--- src/rtl/tcdm_bank_pkg.sv ---
// Shared definitions for the TCDM bank adapter: FSM states, latency-pipeline
// tags, default request/response structs and the strobe-to-bitmask expansion.
// Optional feature macro used by the adapter: LAGD_BANK_RMW_EN.
package tcdm_bank_pkg;

    // Default geometry of the request/response structs below.
    localparam int unsigned DefAddrWidth = 16;
    localparam int unsigned DefDataWidth = 64;
    localparam int unsigned DefBeWidth   = 8;

    // Upper bounds for the generic strobe expansion helper.
    localparam int unsigned MaxBeWidth   = 128;
    localparam int unsigned MaxDataWidth = 1024;
    localparam int unsigned MaxBeIdxW    = $clog2(MaxBeWidth);
    localparam int unsigned MaxDataIdxW  = $clog2(MaxDataWidth);

    typedef enum logic [1:0] {
        ST_IDLE      = 2'd0,
        ST_RMW_WAIT  = 2'd1,
        ST_RMW_WRITE = 2'd2
    } bank_state_e;

    typedef enum logic [1:0] {
        TAG_READ     = 2'd0,
        TAG_WRITE    = 2'd1,
        TAG_RMW_READ = 2'd2
    } pipe_tag_e;

    typedef struct packed {
        logic [DefAddrWidth-1:0] addr;
        logic                    write;
        logic [DefDataWidth-1:0] data;
        logic [DefBeWidth-1:0]   strb;
    } tcdm_req_chan_t;

    typedef struct packed {
        logic           q_valid;
        tcdm_req_chan_t q;
    } tcdm_req_t;

    typedef struct packed {
        logic                    valid;
        logic [DefDataWidth-1:0] data;
    } tcdm_rsp_chan_t;

    typedef struct packed {
        logic           q_ready;
        tcdm_rsp_chan_t p;
    } tcdm_rsp_t;

    // Replicate each of the low num_be strobe bits over bits_per_be mask bits.
    function automatic logic [MaxDataWidth-1:0] expand_strb(
        input logic [MaxBeWidth-1:0] strb,
        input int unsigned           bits_per_be,
        input int unsigned           num_be
    );
        logic [MaxDataWidth-1:0] mask;
        mask = '0;
        for (int unsigned b = 0; b < num_be; b++) begin
            for (int unsigned k = 0; k < bits_per_be; k++) begin
                mask[MaxDataIdxW'(b * bits_per_be + k)] = strb[MaxBeIdxW'(b)];
            end
        end
        return mask;
    endfunction

endpackage

--- src/rtl/tcdm_bank_lat_pipe.sv ---
// Fixed-latency valid/tag shift register that mirrors the SRAM read latency,
// so each accepted request re-emerges exactly Depth cycles later.
module tcdm_bank_lat_pipe
    import tcdm_bank_pkg::*;
#(
    parameter int unsigned Depth = 1
) (
    input  logic      clk_i,
    input  logic      rst_i,
    input  logic      valid_i,
    input  pipe_tag_e tag_i,
    output logic      valid_o,
    output pipe_tag_e tag_o
);

    for (genvar gi = 0; gi < Depth; gi++) begin : g_stage
        logic      valid_q;
        pipe_tag_e tag_q;

        if (gi == 0) begin : g_head
            // First stage captures the request issued this cycle.
            always_ff @(posedge clk_i or posedge rst_i) begin
                if (rst_i) begin
                    valid_q <= 1'b0;
                    tag_q   <= TAG_READ;
                end else begin
                    valid_q <= valid_i;
                    tag_q   <= tag_i;
                end
            end
        end else begin : g_body
            // Later stages shift the previous stage forward.
            always_ff @(posedge clk_i or posedge rst_i) begin
                if (rst_i) begin
                    valid_q <= 1'b0;
                    tag_q   <= TAG_READ;
                end else begin
                    valid_q <= g_stage[gi-1].valid_q;
                    tag_q   <= g_stage[gi-1].tag_q;
                end
            end
        end
    end

    assign valid_o = g_stage[Depth-1].valid_q;
    assign tag_o   = g_stage[Depth-1].tag_q;

endmodule

--- src/rtl/tcdm_bank_adapter.sv ---
// Bank-side TCDM endpoint: turns one bank-local request stream into accesses
// on a single-port SRAM and returns in-order responses after RespLat cycles.
// Define LAGD_BANK_RMW_EN to emulate partial writes with read-modify-write
// (full-word bit mask); otherwise partial writes use the SRAM bit mask.
module tcdm_bank_adapter
    import tcdm_bank_pkg::*;
#(
    parameter int unsigned DataWidth    = 64,
    parameter int unsigned BeWidth      = 8,
    parameter int unsigned AddrWidth    = 16,
    parameter int unsigned AddrMemWidth = 11,
    parameter int unsigned RespLat      = 1,
    parameter type         mem_req_t    = tcdm_req_t,
    parameter type         mem_rsp_t    = tcdm_rsp_t
) (
    input  logic                    clk_i,
    input  logic                    rst_i,
    input  mem_req_t                mem_req_i,
    output mem_rsp_t                mem_rsp_o,
    output logic                    sram_req_o,
    output logic                    sram_we_o,
    output logic [AddrMemWidth-1:0] sram_addr_o,
    output logic [DataWidth-1:0]    sram_wdata_o,
    output logic [DataWidth-1:0]    sram_bm_o,
    input  logic [DataWidth-1:0]    sram_rdata_i
);

    localparam int unsigned ByteOffW  = $clog2(DataWidth / 8);
    localparam int unsigned BitsPerBe = DataWidth / BeWidth;

    logic                    ready_q;
    logic                    q_ready;
    logic                    accept;
    logic                    strb_zero;
    logic [AddrMemWidth-1:0] req_addr;
    logic [DataWidth-1:0]    strb_mask;
    logic                    pipe_in_valid;
    pipe_tag_e               pipe_in_tag;
    logic                    pipe_out_valid;
    pipe_tag_e               pipe_out_tag;
    logic                    unused_addr;

    assign req_addr  = mem_req_i.q.addr[ByteOffW +: AddrMemWidth];
    assign strb_zero = (mem_req_i.q.strb == '0);
    assign strb_mask = DataWidth'(expand_strb(MaxBeWidth'(mem_req_i.q.strb), BitsPerBe, BeWidth));
    assign accept    = mem_req_i.q_valid & q_ready;

    // Byte-offset bits and bits above the word field do not select a word.
    assign unused_addr = ^{mem_req_i.q.addr[AddrWidth-1:ByteOffW+AddrMemWidth],
                           mem_req_i.q.addr[ByteOffW-1:0]};

    // Hold off grants until the first clock edge after reset releases.
    always_ff @(posedge clk_i or posedge rst_i) begin
        if (rst_i) begin
            ready_q <= 1'b0;
        end else begin
            ready_q <= 1'b1;
        end
    end

`ifdef LAGD_BANK_RMW_EN
    bank_state_e          state_q;
    logic [AddrMemWidth-1:0] addr_q;
    logic [DataWidth-1:0] data_q;
    logic [BeWidth-1:0]   strb_q;
    logic [DataWidth-1:0] old_q;
    logic [DataWidth-1:0] rmw_mask;
    logic [DataWidth-1:0] merged;
    logic                 partial;

    assign partial  = mem_req_i.q.write & ~strb_zero & ~(&mem_req_i.q.strb);
    assign q_ready  = ready_q & (state_q == ST_IDLE);
    assign rmw_mask = DataWidth'(expand_strb(MaxBeWidth'(strb_q), BitsPerBe, BeWidth));
    assign merged   = (old_q & ~rmw_mask) | (data_q & rmw_mask);

    // RMW sequencer: latch the partial write, wait for the old word, write back.
    always_ff @(posedge clk_i or posedge rst_i) begin
        if (rst_i) begin
            state_q <= ST_IDLE;
            addr_q  <= '0;
            data_q  <= '0;
            strb_q  <= '0;
            old_q   <= '0;
        end else begin
            case (state_q)
                ST_IDLE: begin
                    if (accept && partial) begin
                        addr_q  <= req_addr;
                        data_q  <= mem_req_i.q.data;
                        strb_q  <= mem_req_i.q.strb;
                        state_q <= ST_RMW_WAIT;
                    end
                end
                ST_RMW_WAIT: begin
                    // The RMW read is the youngest pipeline entry; its arrival
                    // marks the point where the old word is on sram_rdata_i.
                    if (pipe_out_valid && pipe_out_tag == TAG_RMW_READ) begin
                        old_q   <= sram_rdata_i;
                        state_q <= ST_RMW_WRITE;
                    end
                end
                ST_RMW_WRITE: begin
                    state_q <= ST_IDLE;
                end
                default: begin
                    state_q <= ST_IDLE;
                end
            endcase
        end
    end

    // SRAM port: the RMW write-back owns the port, otherwise the accepted request.
    always_comb begin
        sram_req_o   = 1'b0;
        sram_we_o    = 1'b0;
        sram_addr_o  = '0;
        sram_wdata_o = '0;
        sram_bm_o    = '0;
        pipe_in_valid = accept;
        pipe_in_tag   = TAG_READ;
        if (state_q == ST_RMW_WRITE) begin
            sram_req_o   = 1'b1;
            sram_we_o    = 1'b1;
            sram_addr_o  = addr_q;
            sram_wdata_o = merged;
            sram_bm_o    = '1;
        end else if (accept) begin
            if (!mem_req_i.q.write) begin
                sram_req_o  = 1'b1;
                sram_addr_o = req_addr;
            end else if (partial) begin
                sram_req_o  = 1'b1;
                sram_addr_o = req_addr;
                pipe_in_tag = TAG_RMW_READ;
            end else begin
                pipe_in_tag = TAG_WRITE;
                if (!strb_zero) begin
                    sram_req_o   = 1'b1;
                    sram_we_o    = 1'b1;
                    sram_addr_o  = req_addr;
                    sram_wdata_o = mem_req_i.q.data;
                    sram_bm_o    = '1;
                end
            end
        end
    end

    // Responses: pipeline entries except RMW reads, plus the RMW write-back ack.
    always_comb begin
        mem_rsp_o         = '0;
        mem_rsp_o.q_ready = q_ready;
        mem_rsp_o.p.valid = (pipe_out_valid && pipe_out_tag != TAG_RMW_READ) ||
                            (state_q == ST_RMW_WRITE);
        mem_rsp_o.p.data  = (pipe_out_valid && pipe_out_tag == TAG_READ) ? sram_rdata_i : '0;
    end
`else
    assign q_ready = ready_q;

    // SRAM port: every accepted request maps to a single access; partial
    // writes rely on the SRAM bit mask.
    always_comb begin
        sram_req_o   = 1'b0;
        sram_we_o    = 1'b0;
        sram_addr_o  = '0;
        sram_wdata_o = '0;
        sram_bm_o    = '0;
        pipe_in_valid = accept;
        pipe_in_tag   = mem_req_i.q.write ? TAG_WRITE : TAG_READ;
        if (accept) begin
            if (!mem_req_i.q.write) begin
                sram_req_o  = 1'b1;
                sram_addr_o = req_addr;
            end else if (!strb_zero) begin
                sram_req_o   = 1'b1;
                sram_we_o    = 1'b1;
                sram_addr_o  = req_addr;
                sram_wdata_o = mem_req_i.q.data;
                sram_bm_o    = strb_mask;
            end
        end
    end

    // Responses come straight from the latency pipeline.
    always_comb begin
        mem_rsp_o         = '0;
        mem_rsp_o.q_ready = q_ready;
        mem_rsp_o.p.valid = pipe_out_valid;
        mem_rsp_o.p.data  = (pipe_out_valid && pipe_out_tag == TAG_READ) ? sram_rdata_i : '0;
    end
`endif

    tcdm_bank_lat_pipe #(
        .Depth (RespLat)
    ) i_lat_pipe (
        .clk_i   (clk_i),
        .rst_i   (rst_i),
        .valid_i (pipe_in_valid),
        .tag_i   (pipe_in_tag),
        .valid_o (pipe_out_valid),
        .tag_o   (pipe_out_tag)
    );

endmodule

--- config.mk ---
export PLATFORM = sky130hd
export DESIGN_NAME = tcdm_bank_adapter
export DESIGN_NICKNAME = d
export VERILOG_FILES = /design/src/rtl/tcdm_bank_pkg.sv /design/src/rtl/tcdm_bank_lat_pipe.sv /design/src/rtl/tcdm_bank_adapter.sv
export SDC_FILE = /design/constraint.sdc
export NUM_CORES = 1
export LEC_CHECK = 0
export CAP_MARGIN = 20
export CORE_AREA = 4 4 140 142
export CTS_CLUSTER_SIZE = 10
export DETAILED_ROUTE_END_ITERATION = 7
export DIE_AREA = 0 0 144 146
export MAX_ROUTING_LAYER = met4
export PLACE_DENSITY = 0.49
export SETUP_SLACK_MARGIN = 0.2
export SLEW_MARGIN = 20
export SYNTH_ARGS = -nofsm -noshare
export SYNTH_HDL_FRONTEND = slang
export SYNTH_SLANG_ARGS = --single-unit
export TNS_END_PERCENT = 50
--- constraint.sdc ---
create_clock -name clk_i -period 2.2 [get_ports clk_i]
set_clock_uncertainty 0.1 [all_clocks]
set_input_delay 0.44 -clock clk_i [delete_from_list [all_inputs] [get_ports clk_i]]
set_output_delay 0.44 -clock clk_i [all_outputs]
set_load 0.03 [all_outputs]
* After elaboration in Yosys (flattened, before gate mapping) *
Index checks and enable logic that the tools add are counted.

storage, ports and cells
  memory bits (read-only) = 0
  input bits = 156
  flip-flop bits (word level) = 3
  memories kept = 0
  word-level logic and storage cells = 23
  output and inout bits = 207
  RAM bits = 0
  bits in latches = 0

operators by class
  reductions and logical operators = 3
  shifts and indexed selects = 0
  muxes and demuxes = 16
  multiply operators = 0
  eq/ne operators = 0
  order comparisons = 0
  div/mod/pow operators = 0
  bitwise operators = 1
  add/sub/neg operators = 0

operator list
  operator           count
  64-bit 2-to-1 mux  7
  11-bit 2-to-1 mux  3
  8-bit logical NOT  1
  1-bit 2-to-1 mux   6
  2-bit logical NOT  1
  1-bit AND          1
  1-bit logical AND  1

* Depth between registers and ports, before layout *
  depth in word-level cells = 4
  mapped depth = 4

* Modules after synthesis *
A second synthesis with hierarchy kept.

second synthesis, totals
  cell total of the unflattened synthesis = 329
  area, all modules = 2087.0 um^2

modules (own cells, without submodules)
  module              area an instance (um^2)  cells each  times used
  tcdm_bank_adapter   2008.2                   325         1
  tcdm_bank_lat_pipe  78.8                     4           1

* Least setup slack after synthesis *
No wires, ideal clock.

  kind = input port to output port
  from = input port mem_req_i[89] (netlist name)
  to = output port sram_wdata_o[14]
  arrival = 1.620 ns
  slack = 0.040 ns
  stages = 4
  cells stage by stage = nand3_1 buf_2 clkbuf_1 a211oi_1

on the way
  cells in the longest elaborated chain, start to end = 2

ends and longest elaborated chain
  item               RTL line                  source
  from (decl)        tcdm_bank_adapter.sv:18   input mem_req_t mem_req_i,
  1-bit AND          tcdm_bank_adapter.sv:46   assign accept = mem_req_i.q_valid & q_ready;
  64-bit 2-to-1 mux  tcdm_bank_adapter.sv:169  if (accept) begin
  to (decl)          tcdm_bank_adapter.sv:23   output logic [DataWidth-1:0] sram_wdata_o,

Every way passes these cells.

* Final worst setup path *
  from = input port mem_req_i[0] (netlist name)
  to = output port sram_wdata_o[36]

on the way
  cells in the longest elaborated chain, start to end = 4

ends and longest elaborated chain
  item               RTL line                  source
  8-bit logical NOT  tcdm_bank_adapter.sv:44   assign strb_zero = (mem_req_i.q.strb == '0);
  64-bit 2-to-1 mux  tcdm_bank_adapter.sv:173  end else if (!strb_zero) begin
  64-bit 2-to-1 mux  tcdm_bank_adapter.sv:170  if (!mem_req_i.q.write) begin
  64-bit 2-to-1 mux  tcdm_bank_adapter.sv:169

Every way passes these cells.

==> flow_summary_export.csv <==
group,metric,value,unit
setup_path,r2r_slack,1.09,ns
sta,setup_violations,3,
final_layout,nets,835,
routing,wl_per_cell,16.7,µm
global_routing,grt_max_degree,65,
setup_path,critPathMaxFanout,5,
sta,hold_violations,0,
sta,period_share,101,%
power_and_ir_drop,finalPower,1.40,mW
power_and_ir_drop,leakage,3.20,nW
synth,ys_ff_latch,3,
sta,fin_ws,-0.0142,ns
setup_path,crit_path_end_kind,"primary output",
power_and_ir_drop,clock_power_share,20.7,%
die,placementRows,50,
sta,grt_setup_unrepaired,"yes",
setup_path,critPathBufInv,7,
die,dieArea,21000,µm²
power_and_ir_drop,power_density,204,nW/µm²
synth,synth_nets,483,
place,place_area,5310,µm²
synth,ys_seq_area_share,3.66,%
die,die_h,146,µm
global_routing,track_usage,13.3,%
final_layout,fillers,1851,
clock_network,cts_buffer_depth,2,
routing,drtPass1Iterations,4,
power_and_ir_drop,p_sw,0.547,mW
power_and_ir_drop,ir_worst_vdd,0.132,mV
clock_network,cts-root-buf,"clkbuf_16",
die,initial_core_util,11.1,%
routing,postRouteAntennaNets,0,
final_layout,drive_gt1_share,56.6,%
synth,yosysWarnings,0,
routing,drt_iter0_markers,43,
setup_path,critical_path_arrival,1.67,ns
setup_path,r2r_end,"i_lat_pipe.valid_o",
synth,synth.avg_cell_area,6.28,µm²
synth,synth.distinct_cells,15,
routing,drc,0,
power_and_ir_drop,p_int,0.857,mW
clock_network,cts_tree,"yes",
final_layout,final_cells,912,
place,hpwl,11500,µm
global_routing,grt_pass1_vias,3873,
power_and_ir_drop,comb_power_share,75.0,%
routing,vias_per_cell,3.96,
setup_path,worst-setup-path-type,"input port to primary output",
outcome,violations,"setup timing",
clock_network,path_clk_slew,0.03,ns
global_routing,antenna_found_initial,0,
job,max_cap_violations,0,
setup_path,cpMostUsedCell,"buf_12",
clock_network,cts_num_sinks,3,
synth,syn-cell-area,2050,µm²
final_layout,multi_input_area,1650,µm²
setup_path,rr_startpoint,"q_ready",
sta,slew_viol_final,0,
routing,drt_wl_total,15200,µm
setup_path,start_kind,"input port",
synth,synth_cells,327,
global_routing,grt_first_pass_wirelength,21500,µm
sta,fmax,452,MHz
place,portBuffers,357,
power_and_ir_drop,sw_frac_of_total,39.0,%
final_layout,diodes,0,
setup_path,path_delay_family,"buffers and inverters",
die,core_area,18500,µm²
routing,num_vias,3612,
setup_path,cp_slowest_cell,"nor4_4",
final_layout,areaGrowthSynthToFinish,235,%
outcome,status,"finished, violations left",
setup_path,worstPathRequired,1.66,ns
clock_network,clock_latency,0.22,ns
sta,finalCriticalPeriod,2.21,ns
clock_network,cts_made_buffers,3,
place,placed_cells,865,
setup_path,crit_chain,"buf_8 -> nor4_4 -> buf_6 -> buf_12 -> buf_8 -> buf_12 -> buf_12 -> a211oi_2 -> buf_4",
final_layout,final_area,6870,µm²
die,pin_count,363,
hold_path,min_path_type,"input port to asynchronous set/reset pin",
power_and_ir_drop,pwr-share-seq,4.3,%
setup_path,slowest_delay,0.27,ns
die,die_x,144,µm
global_routing,grt_overflow_total,0,
clock_network,htree_levels,1,
setup_path,rr_worst_depth,5,
place,gp_congestion,0.770,
final_layout,seqCellArea,75.1,µm²
[power by group through the flow]
stage / combinational [mW] / clock, mW / sequential, mW
2_1_floorplan: 0.392 / 0 / 0.0604
3_3_place_gp: 0.875 / 0 / 0.0612
3_5_place_dp: 0.878 / 0 / 0.0613
4_1_cts: 1.03 / 0.294 / 0.0607
5_1_grt: 1.11 / 0.299 / 0.0607
6_report: 1.05 / 0.290 / 0.0606
[worst register-to-register path: cells and delay by family, from the launching register on]
kind,cells,cell delay [ns]
and+or+nand+nor,1,0.08
DFF,1,0.39
buffers and inverters,4,0.45
[routing by layer]
metal / vias to the layer above / share of wire (%) / track usage, %
met5: - / 0 / -
met4: 0 / 0.54 / 2.12
met3: 8 / 8.2 / 2.30
met2: 217 / 56 / 26.4
met1: 1677 / 36 / 13.5
li1: 1710 / - / -
[what timing repair did]
item | 4_1_cts | 5_1_grt
hold buffers | 0 | 0
endpoints found under the hold margin | 0 | 0
setup buffers | 26 | 4
cloned | 11 | 2
setup endpoints to repair | 141 | 109
gates resized for setup | 314 | 27
pin swaps | 29 | 31
[cell type report]
cell class	instances	area share, %
Timing Repair Buffer	439	65.9
Multi-Input combinational cell	166	24.0
Tap cell	234	4.26
Inverter	66	3.64
Clock buffer	4	1.15
Sequential cell	3	1.09
[synth_stat cells]
cell type / instances / area (µm²)
buf_4: 66 / 495
inv_1: 66 / 248
a211oi_1: 64 / 480
and2_1: 64 / 400
clkbuf_1: 19 / 71.3
a31oi_1: 12 / 75.1
nand3_1: 12 / 60.1
and3_1: 8 / 50.1
buf_2: 7 / 35.0
dfrtp_1: 3 / 75.1
nor4_4: 2 / 42.5
a21oi_1: 1 / 5.00
conb_1: 1 / 3.75
nand2_1: 1 / 3.75
nor2b_1: 1 / 6.26
[state kept, by name (all words and copies together), names as in the netlist]
signal / cells
i_lat_pipe.valid_o: 1
i_lat_pipe.tag_o: 1
q_ready: 1
[cells in the final DEF, fill, tap and decap left out]
cell             count
clkbuf_16            5
buf_2                2
a31oi_4              5
a211oi_1             1
buf_4              186
a211oi_4             6
buf_6               59
nor2b_4              1
conb_1               1
buf_16              10
clkdlybuf4s50_1    142
a21oi_4              1
a31oi_1              6
buf_8                9
nand2_4              1
and2_1              64
buf_12              26
a31oi_2              1
nor4_4               2
a211oi_2            57
nand3_1             11
dfrtp_1              3
bufbuf_16            1
nand3_4              1
clkbuf_1             1
inv_1               65
inv_4                1
clkdlybuf4s15_2      2
and3_4               8
[per-stage QoR]
stage | setup WS (ns) | hold slack, ns | util (%) | TNS (ns)
after global routing | -0.0708 | 0.333 | 37.2 | -1.02
final | -0.0142 | 0.303 | 37.2 | -0.0216
after CTS | -0.00732 | 0.307 | 36.0 | -0.0270
after global placement | -0.584 | 0.529 | 28.8 | -43.13
after floorplan | 0.0399 | 0.0936 | - | 0
after detailed placement | -0.601 | 0.536 | 28.8 | -45.61
[logic make-up after synthesis]
family                 count (synthesis)  synth area share [%]
AOI/OAI and AO/OA                     77                  27.3
other                                  1                 0.183
buffers and inverters                158                  41.4
and+or+nand+nor                       88                  27.4
DFF                                    3                  3.66
[worst max path at each step]
stage | startpoint | endpoint | slack (ns) | cells after the start
6_report | mem_req_i[0] | sram_wdata_o[36] | -0.01 | 9
5_1_grt | mem_req_i[0] | sram_wdata_o[36] | -0.07 | 9
4_1_cts | mem_req_i[3] | sram_wdata_o[46] | -0.007 | 9
3_5_place_dp | mem_req_i[5] | sram_addr_o[6] | -0.60 | 5
3_3_place_gp | mem_req_i[0] | sram_addr_o[7] | -0.58 | 5
2_1_floorplan | mem_req_i[89] | sram_wdata_o[14] | 0.04 | 4
Note: power is estimated with default switching activity, not from simulation.
